[src/rtl/serial_subtract_ctrl_pkg.sv]
// rtl/serial_subtract_ctrl_pkg.sv - state encodings and default width for the bit-serial subtractor
package serial_subtract_ctrl_pkg;

  localparam int DEFAULT_WIDTH = 8;

  typedef enum logic [1:0] {
    ST_IDLE  = 2'd0,
    ST_SHIFT = 2'd1,
    ST_DONE  = 2'd2
  } state_t;

endpackage

[src/rtl/serial_subtract_ctrl_fs_bit_cell.sv]
// rtl/serial_subtract_ctrl_fs_bit_cell.sv - combinational 1-bit full subtractor cell
module fs_bit_cell (
  input  logic a,
  input  logic b,
  input  logic borrowin,
  output logic diff,
  output logic borrowOut
);

  assign diff      = a ^ b ^ borrowin;
  assign borrowOut = (~a & (b | borrowin)) | (b & borrowin);

endmodule

[src/rtl/serial_subtract_ctrl.sv]
// rtl/serial_subtract_ctrl.sv - LSB-first bit-serial subtractor sequencing one shared full-subtract cell
module serial_subtract_ctrl
  import serial_subtract_ctrl_pkg::*;
#(
  parameter int WIDTH = DEFAULT_WIDTH
) (
  input  logic             clk,
  input  logic             rst_n,
  input  logic             start,
  input  logic [WIDTH-1:0] a,
  input  logic [WIDTH-1:0] b,
  input  logic             borrowin,
  output logic             busy,
  output logic             done,
  output logic [WIDTH-1:0] diff,
  output logic             borrowOut
);

  localparam int CNTW = $clog2(WIDTH);
  localparam logic [CNTW-1:0] CNT_LAST = CNTW'(WIDTH - 1);

  state_t           state_q;
  state_t           state_d;
  logic [WIDTH-1:0] a_sh;
  logic [WIDTH-1:0] b_sh;
  logic [WIDTH-1:0] r_sh;
  logic             brw;
  logic [CNTW-1:0]  cnt;
  logic             cell_d;
  logic             cell_bo;
  logic             last_bit;

  fs_bit_cell u_cell (
    .a        (a_sh[0]),
    .b        (b_sh[0]),
    .borrowin (brw),
    .diff     (cell_d),
    .borrowOut(cell_bo)
  );

  assign last_bit = (cnt == CNT_LAST);

  always_ff @(posedge clk or negedge rst_n) begin
    if (!rst_n) state_q <= ST_IDLE;
    else        state_q <= state_d;
  end

  // Unused encodings fall to the default branch and return to IDLE.
  always_comb begin
    state_d = ST_IDLE;
    busy    = 1'b0;
    done    = 1'b0;
    case (state_q)
      ST_IDLE: begin
        state_d = start ? ST_SHIFT : ST_IDLE;
      end
      ST_SHIFT: begin
        busy    = 1'b1;
        state_d = last_bit ? ST_DONE : ST_SHIFT;
      end
      ST_DONE: begin
        done    = 1'b1;
        state_d = ST_IDLE;
      end
      default: state_d = ST_IDLE;
    endcase
  end

  always_ff @(posedge clk or negedge rst_n) begin
    if (!rst_n) begin
      a_sh      <= '0;
      b_sh      <= '0;
      r_sh      <= '0;
      brw       <= 1'b0;
      cnt       <= '0;
      diff      <= '0;
      borrowOut <= 1'b0;
    end else begin
      case (state_q)
        ST_IDLE: begin
          if (start) begin
            a_sh <= a;
            b_sh <= b;
            brw  <= borrowin;
            cnt  <= '0;
          end
        end
        ST_SHIFT: begin
          r_sh <= {cell_d, r_sh[WIDTH-1:1]};
          a_sh <= a_sh >> 1;
          b_sh <= b_sh >> 1;
          brw  <= cell_bo;
          cnt  <= cnt + 1'b1;
          // Outputs only move on the final bit so they hold steady otherwise.
          if (last_bit) begin
            diff      <= {cell_d, r_sh[WIDTH-1:1]};
            borrowOut <= cell_bo;
          end
        end
        default: ;
      endcase
    end
  end

endmodule

[config.mk]
export PLATFORM = sky130hd
export DESIGN_NAME = serial_subtract_ctrl
export DESIGN_NICKNAME = d
export VERILOG_FILES = /design/src/rtl/serial_subtract_ctrl_pkg.sv /design/src/rtl/serial_subtract_ctrl_fs_bit_cell.sv /design/src/rtl/serial_subtract_ctrl.sv
export SDC_FILE = /design/constraint.sdc
export NUM_CORES = 1
export LEC_CHECK = 0
export ABC_AREA = 1
export CORE_MARGIN = 4
export CORE_UTILIZATION = 54
export CTS_BUF_LIST = sky130_fd_sc_hd__clkbuf_4 sky130_fd_sc_hd__clkbuf_8
export CTS_CLUSTER_DIAMETER = 30
export CTS_CLUSTER_SIZE = 10
export DETAILED_ROUTE_END_ITERATION = 7
export HOLD_SLACK_MARGIN = 0.03
export PLACE_DENSITY_LB_ADDON = 0.12
export SLEW_MARGIN = 20
export SYNTH_ARGS = -nofsm -noshare
export SYNTH_HDL_FRONTEND = slang
export SYNTH_SLANG_ARGS = --single-unit
[constraint.sdc]
create_clock -name clk -period 1.45 [get_ports clk]
set_input_delay 0.2175 -clock clk [delete_from_list [all_inputs] [get_ports clk]]
set_output_delay 0.2175 -clock clk [all_outputs]
set_load 0.01 [all_outputs]
==> metrics.cfg <==
[synth]
synthAdderAreaFrac = 0.0258
ys_warn_count = 0
yosys.area.top_type = dfrtp_1
synth.top_cell.area_share = 0.544
syn_area_mm2 = 0.00175
post_synth_num_cell_types = 16
netlist_instances = 207
syn_nets = 230
synth_mux_area_frac = 0
synth_compound_area_frac = 0.0716
synth_area_per_cell_um2 = 8.44
synthSimpleGateAreaFrac = 0.286
synth_area_leaders = dfrtp_1 54%, nand2_1 23%, nand3_1 4.6%
yosysSeqAreaShare = 0.544
synth_top_family_by_area = simple AND/OR/NAND/NOR gates
synthXorXnorAreaFrac = 0
ys_ff_latch = 38

[global_routing]
grt_pass1_wl_um = 6440
grt_max_degree = 39
use_met3 = 0.0451
use_met1 = 0.266
track_usage = 0.198
grt_pass1_vias = 1393
antenna_found_initial = 0
grtUsageMet2 = 0.304
grt-ovfl-total = 0
grt.busiest_layer = met2

[routing]
drtIter0Drc = 110
first_pass_iters = 4
vias = 1480
wirelength_um = 3780
wire_per_inst_um = 12.6
viasPerCell = 4.93
final_antenna_net_count = 0
drc_errors = 0

[clock_tree]
clockBufferDepth = 2
cts_tree = done
cts_root_buf = clkbuf_4
cts_buffers = 5
h-tree-depth = 2
clock_sinks = 38
clk_latency_ns = 0.35
path_clk_slew_ns = 0.12

[cells_and_area]
num_antenna_cells = 0
area.growth.synth_to_final_pct = 28.9
instances_no_fill = 300
nNetsFinal = 278
final_cell_area_mm2 = 0.00225
layout-drive-gt1-share = 0.180

[floorplanning]
io_pins = 31
die_w_um = 64.9
rows = 20
fp.dieArea_mm2 = 0.00421
core_mm2 = 0.00308
initial_core_util = 0.568
die-height_um = 64.9

[setup_path]
r2r_setup_slack_ns = 0.09
r2r-end = diff[3]
required_ns = 1.23
worstSetupStartpointType = flip-flop
critPathCaptureType = output pin
worstPathMaxFanout = 2
r2r_cells = 6
critPathArrivalTime_ns = 1.16
critPathKind = flip-flop to output pin
r2r-start = cnt[0]

[timing]
finalMaxSlewViolations = 0
setup_ws_ns = 0.0696
hold_viol = 0
slew_headroom = 0.685
finalCriticalPeriod_ns = 1.38
fin_hold_ws_ns = 0.428
finalSetupViolations = 0
clock.fmax_mhz = 724
tightest_slew_ns = 0.473
fin_crit_sh = 0.952
finalClockSkew_ns = 0.0104

[placement]
post-place-cells = 282
hpwl_um = 2620
portBuffers = 30
dp_slack_ns = 0.0525
gp_congestion = 0.790
placed_area_mm2 = 0.00210

[power_and_ir_drop]
p_total_w = 0.00432
p_per_area_mw_per_mm2 = 1920
peakVddDrop_v = 0.00101
total_leakage_power_nw = 1.21

[status]
status = complete, no violations

[job]
maxCapViolations = 0

[min_path]
min-delay-path-class = input pin to async pin

kinds of logic (layout without fill, tap and decap cells):
family,after synthesis,after routing
AO/OA/AOI/OAI,19,19
adder cells (fa/ha/maj),3,3
buffers and inverters,23,72
flip-flops,38,38
AND/OR/NAND/NOR,124,124
registers in the layout (all words and copies together) (netlist names):
signal     cells
a_sh           8
b_sh           8
diff           8
r_sh           7
cnt            3
state_q        2
borrowOut      1
brw            1
through the flow:
step	util	setup TNS, ns
after floorplan	-	0
after global placement	0.683	0
after detailed placement	0.683	0
after CTS	0.708	0
after global routing	0.732	-0.00110
final	0.732	0
what timing repair did:
item,in CTS,in global routing
hold buffers,1,0
setup endpoints to repair,11,16
setup buffers,2,7
pin swaps,0,1
hold endpoints to repair,38,0
resized for setup,16,6
cells in the final DEF (no fill, tap or decap):
cell,count
ha_1,2
nand2_2,1
dfrtp_2,1
clkbuf_4,5
o21ai_0,11
dfrtp_1,37
inv_2,1
nand2_4,1
clkdlybuf4s50_1,18
nor2_4,2
nand2_1,104
dlygate4sd2_1,10
o21ai_2,8
dlygate4sd3_1,1
nand3_1,16
clkbuf_8,1
clkinv_2,1
inv_1,10
fa_1,1
inv_4,2
buf_6,2
buf_4,19
buf_2,1
clkinvlp_4,1
critical path, cell delays in order, from the launching register on:
cell	delay, ns
dfrtp_2	0.43
inv_2	0.08
nor2_4	0.04
dlygate4sd2_1	0.27
power breakdown:
| part | total, W | internal (W) | switching, W | leakage, nW |
|---|---|---|---|---|
| combinational | 0.00196 | 0.000833 | 0.00113 | 0.696 |
| clock | 0.000593 | 0.000233 | 0.000360 | 0.0343 |
| sequential | 0.00177 | 0.00151 | 0.000253 | 0.483 |
worst max-delay path by stage:
stage | start | endpoint | slack [ns] | cells past startpoint
after floorplan | cnt[0] | diff[4] | 0.25 | 6
after global placement | state_q[0] | done | 0.08 | 2
after detailed placement | state_q[0] | busy | 0.05 | 3
after CTS | state_q[0] | done | 0.02 | 3
after global routing | state_q[1] | busy | -0.001 | 2
final | state_q[0] | busy | 0.07 | 3
layer usage:
layer	part of all wire	wire length, µm	vias up
met5	0	0	-
met4	0.015	57	0
met3	0.055	207	6
met2	0.49	1860	39
met1	0.44	1650	699
li1	-	-	736
cell usage after synthesis (all sizes together):
library cell / count
dfrtp: 38
o21ai: 19
inv: 13
nand3: 16
nor2: 2
clkbuf: 1
fa: 1
ha: 2
buf: 9
nand2: 106
area by class of cell:
| cell class | count | area, µm² |
|---|---|---|
| multi-input combinational | 146 | 681 |
| timing repair buffer | 51 | 448 |
| clock inverter | 2 | 12.5 |
| inverter | 13 | 53.8 |
| sequential | 38 | 952 |
| tap | 44 | 55.1 |
| fill | 250 | 825 |
| clock buffer | 6 | 51.3 |
Note: power is estimated with default switching activity, not from simulation.
==> RTL change 1 (same flow settings) <==
Make the reset (`rst_n`) synchronous in 2 clocked blocks.
--- a/src/rtl/serial_subtract_ctrl.sv
+++ b/src/rtl/serial_subtract_ctrl.sv
@@ -40,7 +40,7 @@
 
   assign last_bit = (cnt == CNT_LAST);
 
-  always_ff @(posedge clk or negedge rst_n) begin
+  always_ff @(posedge clk) begin
     if (!rst_n) state_q <= ST_IDLE;
     else        state_q <= state_d;
   end
@@ -66,7 +66,7 @@
     endcase
   end
 
-  always_ff @(posedge clk or negedge rst_n) begin
+  always_ff @(posedge clk) begin
     if (!rst_n) begin
       a_sh      <= '0;
       b_sh      <= '0;
Behaviour: differs if rst_n is asserted again (counterexample within 4 cycles, from zero or initial values and one cycle with rst_n low); with rst_n held inactive, the same outputs for 10 cycles.
==> RTL change 1 against the unedited design <==
  * Sequential cell count is the same
  * Final area shrank 5.8%
  * Routed wire length shrank 12%
  * Setup slack gained 0.00098 ns
  * Area after synthesis shrank 1.1%
  * Sequential share of layout area shrank 6.2 points
  * Largest cell class is now multi-input combinational cells
Power is not compared: it rests on default switching activity, and its combinational part moved more than twofold at a synthesized area within 25%.
==> RTL change 1: results (changes against the unedited design) <==
Starting DRT DRC Count=101 (-8.2%); Hold WC Path Type=in -> reg; Synth Area in Adders=2.61% (+0.030 points); post-synthesis mux area share=0% (unchanged); Critical Path AT=1.16 ns (about the same); worst hold slack=0.473 ns (+0.0451 ns); Tot GR Track Use=18.2% (-1.6 points); ys flop type=dfxtp_1; initial antenna violation count=0 (unchanged); XOR/XNOR Fraction of Synth Area=0% (unchanged); Post-DP Area=2070 µm² (-1.7%); largest fanout on the critical path=5 (+3); port bufs=30 (unchanged); WHS Path Cells=3; Root Buffer=clkbuf_4; pre-CTS WS=-0.0105 ns (-0.0630 ns); Reg2Reg Launch Point=cnt[0]; run status=finished, final reports clean; Mapped Avg Cell Area=6.57 µm² (-22%); Max Cap Viol=0 (unchanged); gpl congestion=0.734 (-7.1%); nets=318 (+14%); WL/cell=9.83 µm (-22%); vias in the first global route=1444 (+3.7%); setup slack, reg-to-reg=0.16 ns (+0.07 ns); sequential area share after synthesis=44.0% (-10 points); global-route wire length before repair=5950 µm (-7.6%); Commonest cells post-synth=nand2_1 (87), nor2_1 (70), dfxtp_1 (38); share of layout cells above drive strength 1=8.11% (-9.9 points); largest net degree at the start of global routing=21 (-46%); compound-gate portion of the synthesized area=4.20% (-3.0 points); dpl cells=332 (+18%); reg-to-reg endpoint=diff[2]; dpl hpwl=2420 µm (-7.7%); library cells used by synthesis=19 (+3); combinational cell power=between 300 and 400 µW; CTS Buf Count=5 (unchanged); ranking of synthesized cells by area=dfxtp_1 (44%), nand2_1 (19%), nor2_1 (15%), inv_1 (5.4%), o21ai_0 (2.0%); Internal Power=around 1500 µW; fillers=284 (+14%); DRT Pass-1 Iters=5 (+1); postcts setup bufs=0 (-2); Sw Ratio=between 20% and 30%; Post-Layout Cell Count=340 (+13%); Seq pwr share=54.7%; Syn Nets=286 (+24%); via/cell ratio=4.56 (-7.5%); worst reg2reg path depth=6 (unchanged); Core Util, Final=69.5% (-3.7 points); share of synthesized flip-flops with an asynchronous set or reset=0% (-100 points); Slew @ Worst Pin=0.286 ns (-0.187 ns); clock skew=0.00470 ns (-0.00570 ns)
-- RTL change 1: cell types whose count changed after synthesis, sizes merged --
cell,delta
a21oi,+5
clkbuf,+2
dfrtp,-38
dfxtp,+38
inv,+14
nand2,-16
nand3,-11
nand4,+2
nor2,+70
o21a,+1
o21ai,-11
-- RTL change 1: layout make-up --
| type | instances | share of cell area [%] |
|---|---|---|
| Tap cell | 44 | 2.59 |
| Inverter | 27 | 4.77 |
| Clock inverter | 1 | 0.236 |
| Sequential cell | 38 | 36.1 |
| Timing Repair Buffer | 37 | 16.6 |
| Clock buffer | 7 | 2.77 |
| Multi-Input combinational cell | 186 | 37.0 |
-- RTL change 1: worst max-delay path by stage --
| stage | from | endpoint | slack [ns] | cells after the start |
|---|---|---|---|---|
| after detailed placement | start | a_sh[0] | -0.01 | 6 |
| after floorplan | cnt[0] | diff[0] | 0.27 | 7 |
| after global routing | state_q[1] | done | 0.004 | 3 |
| after global placement | start | a_sh[0] | 0.02 | 6 |
| final | state_q[0] | busy | 0.07 | 3 |
| after CTS | state_q[0] | busy | 0.04 | 3 |
-- RTL change 1: critical path, cell delays in order, from the launching register on --
cell and delay [ns]:
dfxtp_4 0.39, inv_2 0.06, nor2_4 0.10, dlygate4sd2_1 0.27
-- RTL change 1: routing by layer --
metal	vias to the layer above	global-route usage, %	share of wire [%]
met2	32	30.3	46
met4	0	8.71	1.4
met5	-	0	0
met1	672	22.0	47
li1	843	-	-
met3	5	4.33	5.5
-- RTL change 1: cells by family after synthesis --
kind of cell / count (synthesis)
and+or+nand+nor: 169
adders and majority gates: 3
DFF: 38
AOI/OAI and AO/OA: 14
buffers and inverters: 39
-- RTL change 1: timing repair --
action	in CTS	in global routing
pin swaps	0	0
setup endpoints to repair	11	1
resized for setup	13	1
==> RTL change 2 (same settings) <==
Without the edit above. The package constant `DEFAULT_WIDTH` goes from 8 to 4.
--- a/src/rtl/serial_subtract_ctrl_pkg.sv
+++ b/src/rtl/serial_subtract_ctrl_pkg.sv
@@ -1,7 +1,7 @@
 // rtl/serial_subtract_ctrl_pkg.sv - state encodings and default width for the bit-serial subtractor
 package serial_subtract_ctrl_pkg;
 
-  localparam int DEFAULT_WIDTH = 8;
+  localparam int DEFAULT_WIDTH = 4;
 
   typedef enum logic [1:0] {
     ST_IDLE  = 2'd0,
Ports: changed (resized a, b and diff); port bits go from 31 to 19. The function was not compared with the original's and may differ.
==> RTL change 2 against the unedited design <==
  * Final area fell by 46%
  * Count of clock-buffer cells in the layout fell by 3
  * Fmax is 2.7% higher
  * Setup slack gained 0.036 ns
  * Clock skew down 0.0047 ns
  * Routed wire length down 54%
  * Power down 44%
  * Area after synthesis shrank 45%
  * Clock power shrank 52%
  * Cell count fell by 46%
  * Sequential cell count fell by 17
  * Synthesized cell count down 46%
==> RTL change 2: results (changes against the unedited design) <==
share of synthesized flip-flops with an asynchronous set or reset=100% (unchanged); Reg2Reg Launch Point=state_q[0]; via count=769 (-48%); nets=152 (-45%); dpl hpwl=1290 µm (-51%); Skew-Pair Late Insertion Delay=0.30 ns (-0.05 ns); Post-DP Area=1170 µm² (-44%); gpl congestion=0.731 (-7.5%); largest fanout on the critical path=3 (+1); post-synthesis cell count=112 (-46%); CTS Buf Count=3 (-2); global-route wire length before repair=3290 µm (-49%); largest net degree at the start of global routing=22 (-44%); Critical Path AT=1.13 ns (-0.03 ns); vias in the first global route=797 (-43%); Starting DRT DRC Count=10 (-91%); pre-CTS WS=0.0983 ns (+0.0458 ns); Commonest cells post-synth=nand2_1 (53), dfrtp_1 (21), o21ai_1 (10); run status=finished, final reports clean; sequential area share after synthesis=54.2% (-0.21 points); Max H-tree Level=1 (-1); Net Sw Power=974 µW (-44%); clock skew=0.00573 ns (-0.00467 ns); Static Leak=0.000701 µW (-42%); Slew @ Worst Pin=0.259 ns (-0.214 ns); library cells used by synthesis=14 (-2); port bufs=18 (-40%); largest registers=a_sh x4, b_sh x4, diff x4; dpl cells=156 (-45%); WL/cell=10.8 µm (-14%); peak supply drop=1180 µV (+18%); ranking of synthesized cells by area=dfrtp_1 (54%), nand2_1 (21%), o21ai_1 (5.2%), buf_6 (4.6%), nand3_1 (4.1%); share of layout cells above drive strength 1=13.9% (-4.1 points); Syn Nets=126 (-45%); Tot GR Track Use=17.0% (-2.8 points); final wirelength=1760 µm (-54%)
-- RTL change 2: power by group through the flow --
| stage | registers [µW] | clock network [µW] | logic, µW |
|---|---|---|---|
| 3_3_place_gp | 989 | 0 | 1140 |
| 5_1_grt | 1020 | 331 | 1320 |
| 3_5_place_dp | 1000 | 0 | 1160 |
| 2_1_floorplan | 1000 | 0 | 820 |
| 6_report | 982 | 282 | 1160 |
| 4_1_cts | 984 | 298 | 1170 |
-- RTL change 2: critical path, cell delays in order (launching register included) --
cell	delay (ns)
dfrtp_1	0.42
nor2_1	0.13
dlygate4sd2_1	0.28
-- RTL change 2: cells by family (layout without fill, tap and decap cells) --
family	Yosys count	in the layout	share of synthesized area [%]
DFF	21	21	54.2
buffers and inverters	13	38	8.13
AOI/OAI and AO/OA	11	11	6.84
adders and majority gates	2	2	3.35
and+or+nand+nor	65	65	27.5
-- RTL change 2: routing by layer --
layer	up-vias	part of all wire, %	GRT usage, %
met5	-	0	0
met1	356	46	19.3
met3	2	5.0	4.45
met4	0	1.1	5.83
met2	14	48	30.7
li1	397	-	-
-- RTL change 2: what timing repair did --
action	CTS	global route
setup buffers	1	1
setup endpoints to repair	2	6
pin swaps	0	0
resized for setup	2	7
-- RTL change 2: final cells by class --
cell class	count	area [µm²]
clock buffers	3	22.5
clock inverters	1	7.51
fillers	132	483
inverters	9	33.8
multi-input cells	78	365
flip-flops and latches	21	526
well taps	25	31.3
repair buffers	25	239
-- RTL change 2: worst paths after layout --
kind,to,slack (ns),cells past startpoint
max in group asynchronous,brw,1.00,2
setup / recovery,done,0.11,2
hold / removal,cnt[1],0.24,2
min in group clk,a_sh[3],0.46,3
hold reg to reg,borrowOut,0.49,2
setup reg to reg,b_sh[2],0.17,6
